## src/rtl/hazard_unit.sv

```systemverilog
// rtl/hazard_unit.sv - pipeline hazard controller: stall/flush, forwarding, memory-wait FSM,
// watchdog and saturating stall/flush counters for the five-stage core.
module hazard_unit #(
  parameter int REGISTER_ADDRESS_WIDTH = 5,
  parameter int CNT_WIDTH              = 32,
  parameter int MEM_TIMEOUT            = 1024
) (
  input  logic                              clk_i,
  input  logic                              rst_i,
  input  logic [REGISTER_ADDRESS_WIDTH-1:0] Rs1D_i,
  input  logic [REGISTER_ADDRESS_WIDTH-1:0] Rs2D_i,
  input  logic [REGISTER_ADDRESS_WIDTH-1:0] Rs1E_i,
  input  logic [REGISTER_ADDRESS_WIDTH-1:0] Rs2E_i,
  input  logic [REGISTER_ADDRESS_WIDTH-1:0] RdE_i,
  input  logic [REGISTER_ADDRESS_WIDTH-1:0] RdM_i,
  input  logic [REGISTER_ADDRESS_WIDTH-1:0] RdW_i,
  input  logic [1:0]                        ResultSrcE_i,
  input  logic                              RegWriteM_i,
  input  logic                              RegWriteW_i,
  input  logic                              PCSrcE_i,
  input  logic                              MemReqM_i,
  input  logic                              MemReadyM_i,
  output logic                              StallF_o,
  output logic                              StallD_o,
  output logic                              StallE_o,
  output logic                              StallM_o,
  output logic                              StallW_o,
  output logic                              FlushD_o,
  output logic                              FlushE_o,
  output logic [1:0]                        ForwardAE_o,
  output logic [1:0]                        ForwardBE_o,
  output logic                              MemTimeout_o,
  output logic [CNT_WIDTH-1:0]              StallCount_o,
  output logic [CNT_WIDTH-1:0]              FlushCount_o
);

  typedef enum logic {RUN, MEM_WAIT} state_t;

  localparam int WAIT_W = $clog2(MEM_TIMEOUT + 1);

  state_t                state_q, state_d;
  logic [WAIT_W-1:0]     wait_cnt_q;
  logic                  timeout_q;
  logic [CNT_WIDTH-1:0]  stall_cnt_q, flush_cnt_q;
  logic                  load_use;
  logic                  mem_block;

  assign load_use = (ResultSrcE_i == 2'b01) && (RdE_i != '0) &&
                    ((RdE_i == Rs1D_i) || (RdE_i == Rs2D_i));

  // In MEM_WAIT the wait persists until ready, even if the request drops.
  always_comb begin
    state_d   = state_q;
    StallF_o  = 1'b0;
    StallD_o  = 1'b0;
    StallE_o  = 1'b0;
    StallM_o  = 1'b0;
    StallW_o  = 1'b0;
    FlushD_o  = 1'b0;
    FlushE_o  = 1'b0;
    mem_block = (state_q == MEM_WAIT) ? !MemReadyM_i : (MemReqM_i && !MemReadyM_i);
    if (mem_block) begin
      StallF_o = 1'b1;
      StallD_o = 1'b1;
      StallE_o = 1'b1;
      StallM_o = 1'b1;
      StallW_o = 1'b1;
      state_d  = MEM_WAIT;
    end else begin
      state_d = RUN;
      if (PCSrcE_i) begin
        FlushD_o = 1'b1;
        FlushE_o = 1'b1;
      end else if (load_use) begin
        StallF_o = 1'b1;
        StallD_o = 1'b1;
        FlushE_o = 1'b1;
      end
    end
    if (rst_i) begin
      StallF_o = 1'b0;
      StallD_o = 1'b0;
      StallE_o = 1'b0;
      StallM_o = 1'b0;
      StallW_o = 1'b0;
      FlushD_o = 1'b1;
      FlushE_o = 1'b1;
      state_d  = RUN;
    end
  end

  always_comb begin
    ForwardAE_o = 2'b00;
    ForwardBE_o = 2'b00;
    if (RegWriteM_i && (RdM_i != '0) && (RdM_i == Rs1E_i))      ForwardAE_o = 2'b10;
    else if (RegWriteW_i && (RdW_i != '0) && (RdW_i == Rs1E_i)) ForwardAE_o = 2'b01;
    if (RegWriteM_i && (RdM_i != '0) && (RdM_i == Rs2E_i))      ForwardBE_o = 2'b10;
    else if (RegWriteW_i && (RdW_i != '0) && (RdW_i == Rs2E_i)) ForwardBE_o = 2'b01;
    if (rst_i) begin
      ForwardAE_o = 2'b00;
      ForwardBE_o = 2'b00;
    end
  end

  // Wait counter is held at zero in RUN, so it is clear on every entry to MEM_WAIT.
  always_ff @(posedge clk_i or posedge rst_i) begin
    if (rst_i) begin
      state_q     <= RUN;
      wait_cnt_q  <= '0;
      timeout_q   <= 1'b0;
      stall_cnt_q <= '0;
      flush_cnt_q <= '0;
    end else begin
      state_q <= state_d;
      if (state_q == RUN)
        wait_cnt_q <= '0;
      else if (wait_cnt_q != WAIT_W'(MEM_TIMEOUT))
        wait_cnt_q <= wait_cnt_q + WAIT_W'(1);
      if ((state_q == MEM_WAIT) && (wait_cnt_q == WAIT_W'(MEM_TIMEOUT - 1)))
        timeout_q <= 1'b1;
      if (StallF_o && (stall_cnt_q != '1))
        stall_cnt_q <= stall_cnt_q + CNT_WIDTH'(1);
      if (FlushE_o && (flush_cnt_q != '1))
        flush_cnt_q <= flush_cnt_q + CNT_WIDTH'(1);
    end
  end

  assign MemTimeout_o = timeout_q;
  assign StallCount_o = stall_cnt_q;
  assign FlushCount_o = flush_cnt_q;

endmodule

```

## config.mk

```make
export PLATFORM = sky130hd
export DESIGN_NAME = hazard_unit
export DESIGN_NICKNAME = d
export VERILOG_FILES = /design/src/rtl/hazard_unit.sv
export SDC_FILE = /design/constraint.sdc
export NUM_CORES = 1
export LEC_CHECK = 0
export BUFFER_PORTS_ARGS = -buffer_cell sky130_fd_sc_hd__buf_4
export CAP_MARGIN = 0
export CORE_MARGIN = 4
export CORE_UTILIZATION = 40
export DETAILED_ROUTE_END_ITERATION = 16
export HOLD_SLACK_MARGIN = 0.06
export PLACE_DENSITY = 0.71
export SKIP_LAST_GASP = 1
export SYNTH_ARGS = -nofsm -noshare
export SYNTH_HDL_FRONTEND = slang
export SYNTH_SLANG_ARGS = --single-unit
```

## constraint.sdc

```tcl
create_clock -name clk_i -period 2.5 [get_ports clk_i]
set_input_delay 0.125 -clock clk_i [delete_from_list [all_inputs] [get_ports clk_i]]
set_output_delay 0.125 -clock clk_i [all_outputs]
set_load 0.005 [all_outputs]
```

==> impl_metrics.ini <==
[power_and_ir_drop]
power-per-cell-area_nw_per_um2 = 550
total_power_consumption_uw = 3050
sequentialPowerShare = 0.468
internal_uw = 2220
pwr-share-clk = 0.346
power_switching_share = 0.273
power.combinational.fraction = 0.186
leak_uw = 0.00263
p_sw_uw = 833
vdd_ir_drop_max_mv = 0.394

[synthesis]
syn-cell-area_um2 = 4280
yosysTopAreaCellShare = 0.450
synth_cells = 419
synth-seq-area-share = 0.450
post_synth_cell_types = 44
synth_area_leader_cell = sky130_fd_sc_hd__dfrtp_1
synth.area.top_cells = sky130_fd_sc_hd__dfrtp_1 45%, sky130_fd_sc_hd__xnor2_1 11%, sky130_fd_sc_hd__xor2_1 9.4%, sky130_fd_sc_hd__nand4_1 4.2%, sky130_fd_sc_hd__nand2_1 2.9%
synth_seq_cells = 77
synth.yosys.warnings = 0
syn-mean-instance-area_um2 = 10.2
syn-num-nets = 467

[critical_path]
cp.arrival_ps = 2540
r2r_cells = 7
timing.critical_path.from_type = register
cp_class = register to register
worst-endpoint-required_ps = 2770
type_of_element_capturing_the_critical_path = register
timing.rr.end = StallCount_o[31]
rr_startpoint = state_q
critical_path_peak_fanout = 18
worst_reg_to_reg_setup_slack_ps = 220

[clock_network]
clock_buffers_created_by_tritoncts = 9
root_buffer_cell = sky130_fd_sc_hd__clkbuf_8
htree_num_levels = 3
clk_pin_slew_ps = 80
cts.sinks = 77
clk_latency_ps = 340
cts_tree = done
clk_path_buf_depth = 2

[detailed_routing]
routed_wire_length_per_instance_um = 15.3
detail_route.vias_per_cell = 5.18
route.detailed.drc = 0
dr.first_iter.drc_count = 118
via_count = 3555
total_wire_length_um = 10500
dr.pass1.iters = 4
antenna_violating_nets_post_route = 0

[timing]
hold_violations = 0
worst-slew-pin-transition_ps = 967
setup-tns-final_ps = 0
period_needed_ps = 2280
final_max_slew_viol_count = 0
period_share = 0.910
relSlewSlack = 0.356
finalWorstSetupSlack_ps = 224
rsz0062_at_grt = no
finalSetupViolations = 0
clock.fmax_ghz = 0.439
hold_ws_ps = 152
final.setup_skew_ps = 9.59

[grt]
grt_max_degree = 78
antenna_found_initial = 0
grt_remaining_overflow = 0
first_global_vias = 3528
grt_pass1_wl_um = 17600
grt_use_total = 0.171

[floorplanning]
io_pins = 120
die_area_um2 = 12400
starting_density = 0.413
core.rowCount = 37
die_h_um = 111
horizontal_extent_of_the_die_um = 111
fp.coreArea_um2 = 10400

[placed_design]
portBuffers = 119
placement.setup.worst_slack_ps = 115
gpl.final_weighted_congestion = 0.838
dp.cells = 670
hpwlAfterDp_um = 8040

[finish]
final_nets = 593
most-common-layout-cells = 128 x sky130_fd_sc_hd__buf_4, 77 x sky130_fd_sc_hd__dfrtp_1, 53 x sky130_fd_sc_hd__xnor2_1, 46 x sky130_fd_sc_hd__xor2_1, 33 x sky130_fd_sc_hd__nand2_1
multi_input_area_um2 = 2240
n_fill_cell = 966
final-instance-count-excl-fill = 686
drive_gt1_frac = 0.304
final_common_cell = sky130_fd_sc_hd__buf_4
antenna_cells = 0
seqCellArea_um2 = 1930
area_delta_synth_final_pct = 29.7

[min_path]
hold_path_class = primary input to async pin

[outcome]
outcome = completed

[flow_run]
maxCapViolations = 0
[cell families (layout without fill, tap and decap cells)]
group	Yosys count	in the layout	share of synthesized area
xor+xnor	99	99	0.203
buf+inv	20	151	0.0275
simple gates	199	199	0.274
flops	77	77	0.450
compound gates	19	19	0.0319
fa+ha+maj	4	4	0.0117
mux	1	1	0.00234
[worst max-delay path: stages (launching register included)]
cell and delay (ps):
sky130_fd_sc_hd__dfrtp_1 540, sky130_fd_sc_hd__o21ai_0 270, sky130_fd_sc_hd__inv_2 220, sky130_fd_sc_hd__a21oi_1 90, sky130_fd_sc_hd__or3b_1 380, sky130_fd_sc_hd__buf_4 220, sky130_fd_sc_hd__nor4_1 310, sky130_fd_sc_hd__xor2_1 170
[state kept, by name, summed over array words and instances, names as in the netlist]
signal / flops
FlushCount_o: 32
wait_cnt_q: 11
MemTimeout_o: 1
StallCount_o: 32
state_q: 1
[cell usage after synthesis (all sizes together)]
| cell type | number |
|---|---|
| dfrtp | 77 |
| a221o | 1 |
| nand2 | 33 |
| xnor2 | 53 |
| clkbuf | 3 |
| nor3b | 1 |
| or4 | 4 |
| nand4 | 32 |
| o211ai | 1 |
| buf | 10 |
| and3 | 13 |
| nor2 | 23 |
| o21a | 1 |
| mux2i | 1 |
| and2 | 10 |
| a221oi | 2 |
| nor2b | 1 |
| a22oi | 1 |
| xor2 | 46 |
| and4 | 7 |
| or3 | 5 |
| ha | 4 |
| inv | 7 |
| o31a | 1 |
| o21ai | 5 |
| nand2b | 3 |
| or3b | 1 |
| a21boi | 2 |
| or2 | 3 |
| nor3 | 19 |
| nand3 | 31 |
| nor4 | 13 |
| o2111ai | 1 |
| a21oi | 3 |
| o21bai | 1 |
[worst max-delay path by stage]
stage / start / to / slack, ps
floorplan: rst_i / ForwardAE_o[0] / 470
global placement: state_q / StallCount_o[21] / 190
detailed placement: state_q / StallCount_o[11] / 120
CTS: state_q / StallCount_o[31] / 100
global route: state_q / StallCount_o[21] / 30
finish: state_q / StallCount_o[31] / 220
[power by group through the flow]
stage / combinational [uW] / clock [uW] / sequential, uW
floorplan: 299 / 0 / 1440
global placement: 570 / 0 / 1450
detailed placement: 576 / 0 / 1450
CTS: 578 / 1080 / 1430
global route: 630 / 1120 / 1450
finish: 568 / 1060 / 1430
[repair_timing]
| action | in CTS | in global routing |
|---|---|---|
| buffers inserted | 0 | 0 |
| setup endpoints to repair | 0 | 5 |
| hold buffers | 0 | 0 |
| resized for setup | 0 | 2 |
[metrics by stage]
stage	instance area (um2)	util
after global routing	5550	0.535
after CTS	5550	0.535
final	5550	0.535
after floorplan	4280	-
after detailed placement	5320	0.513
after global placement	5320	0.513
[area by class of cell]
type                            instances  share of cell area
Multi-Input combinational cell        322               0.403
Sequential cell                        77               0.347
Timing Repair Buffer                  128               0.173
Tap cell                              136              0.0307
Clock buffer                           12              0.0280
Clock inverter                          4              0.0126
Inverter                                7             0.00541
[layer usage]
layer,vias up,wire length (um),part of all wire,track usage
li1,1721,-,-,-
met1,1738,4640,0.44,0.226
met2,84,5130,0.49,0.283
met3,12,599,0.057,0.0451
met4,0,132,0.013,0.0406
met5,-,0,0,0
No activity file was read; power rests on OpenSTA's default activity.
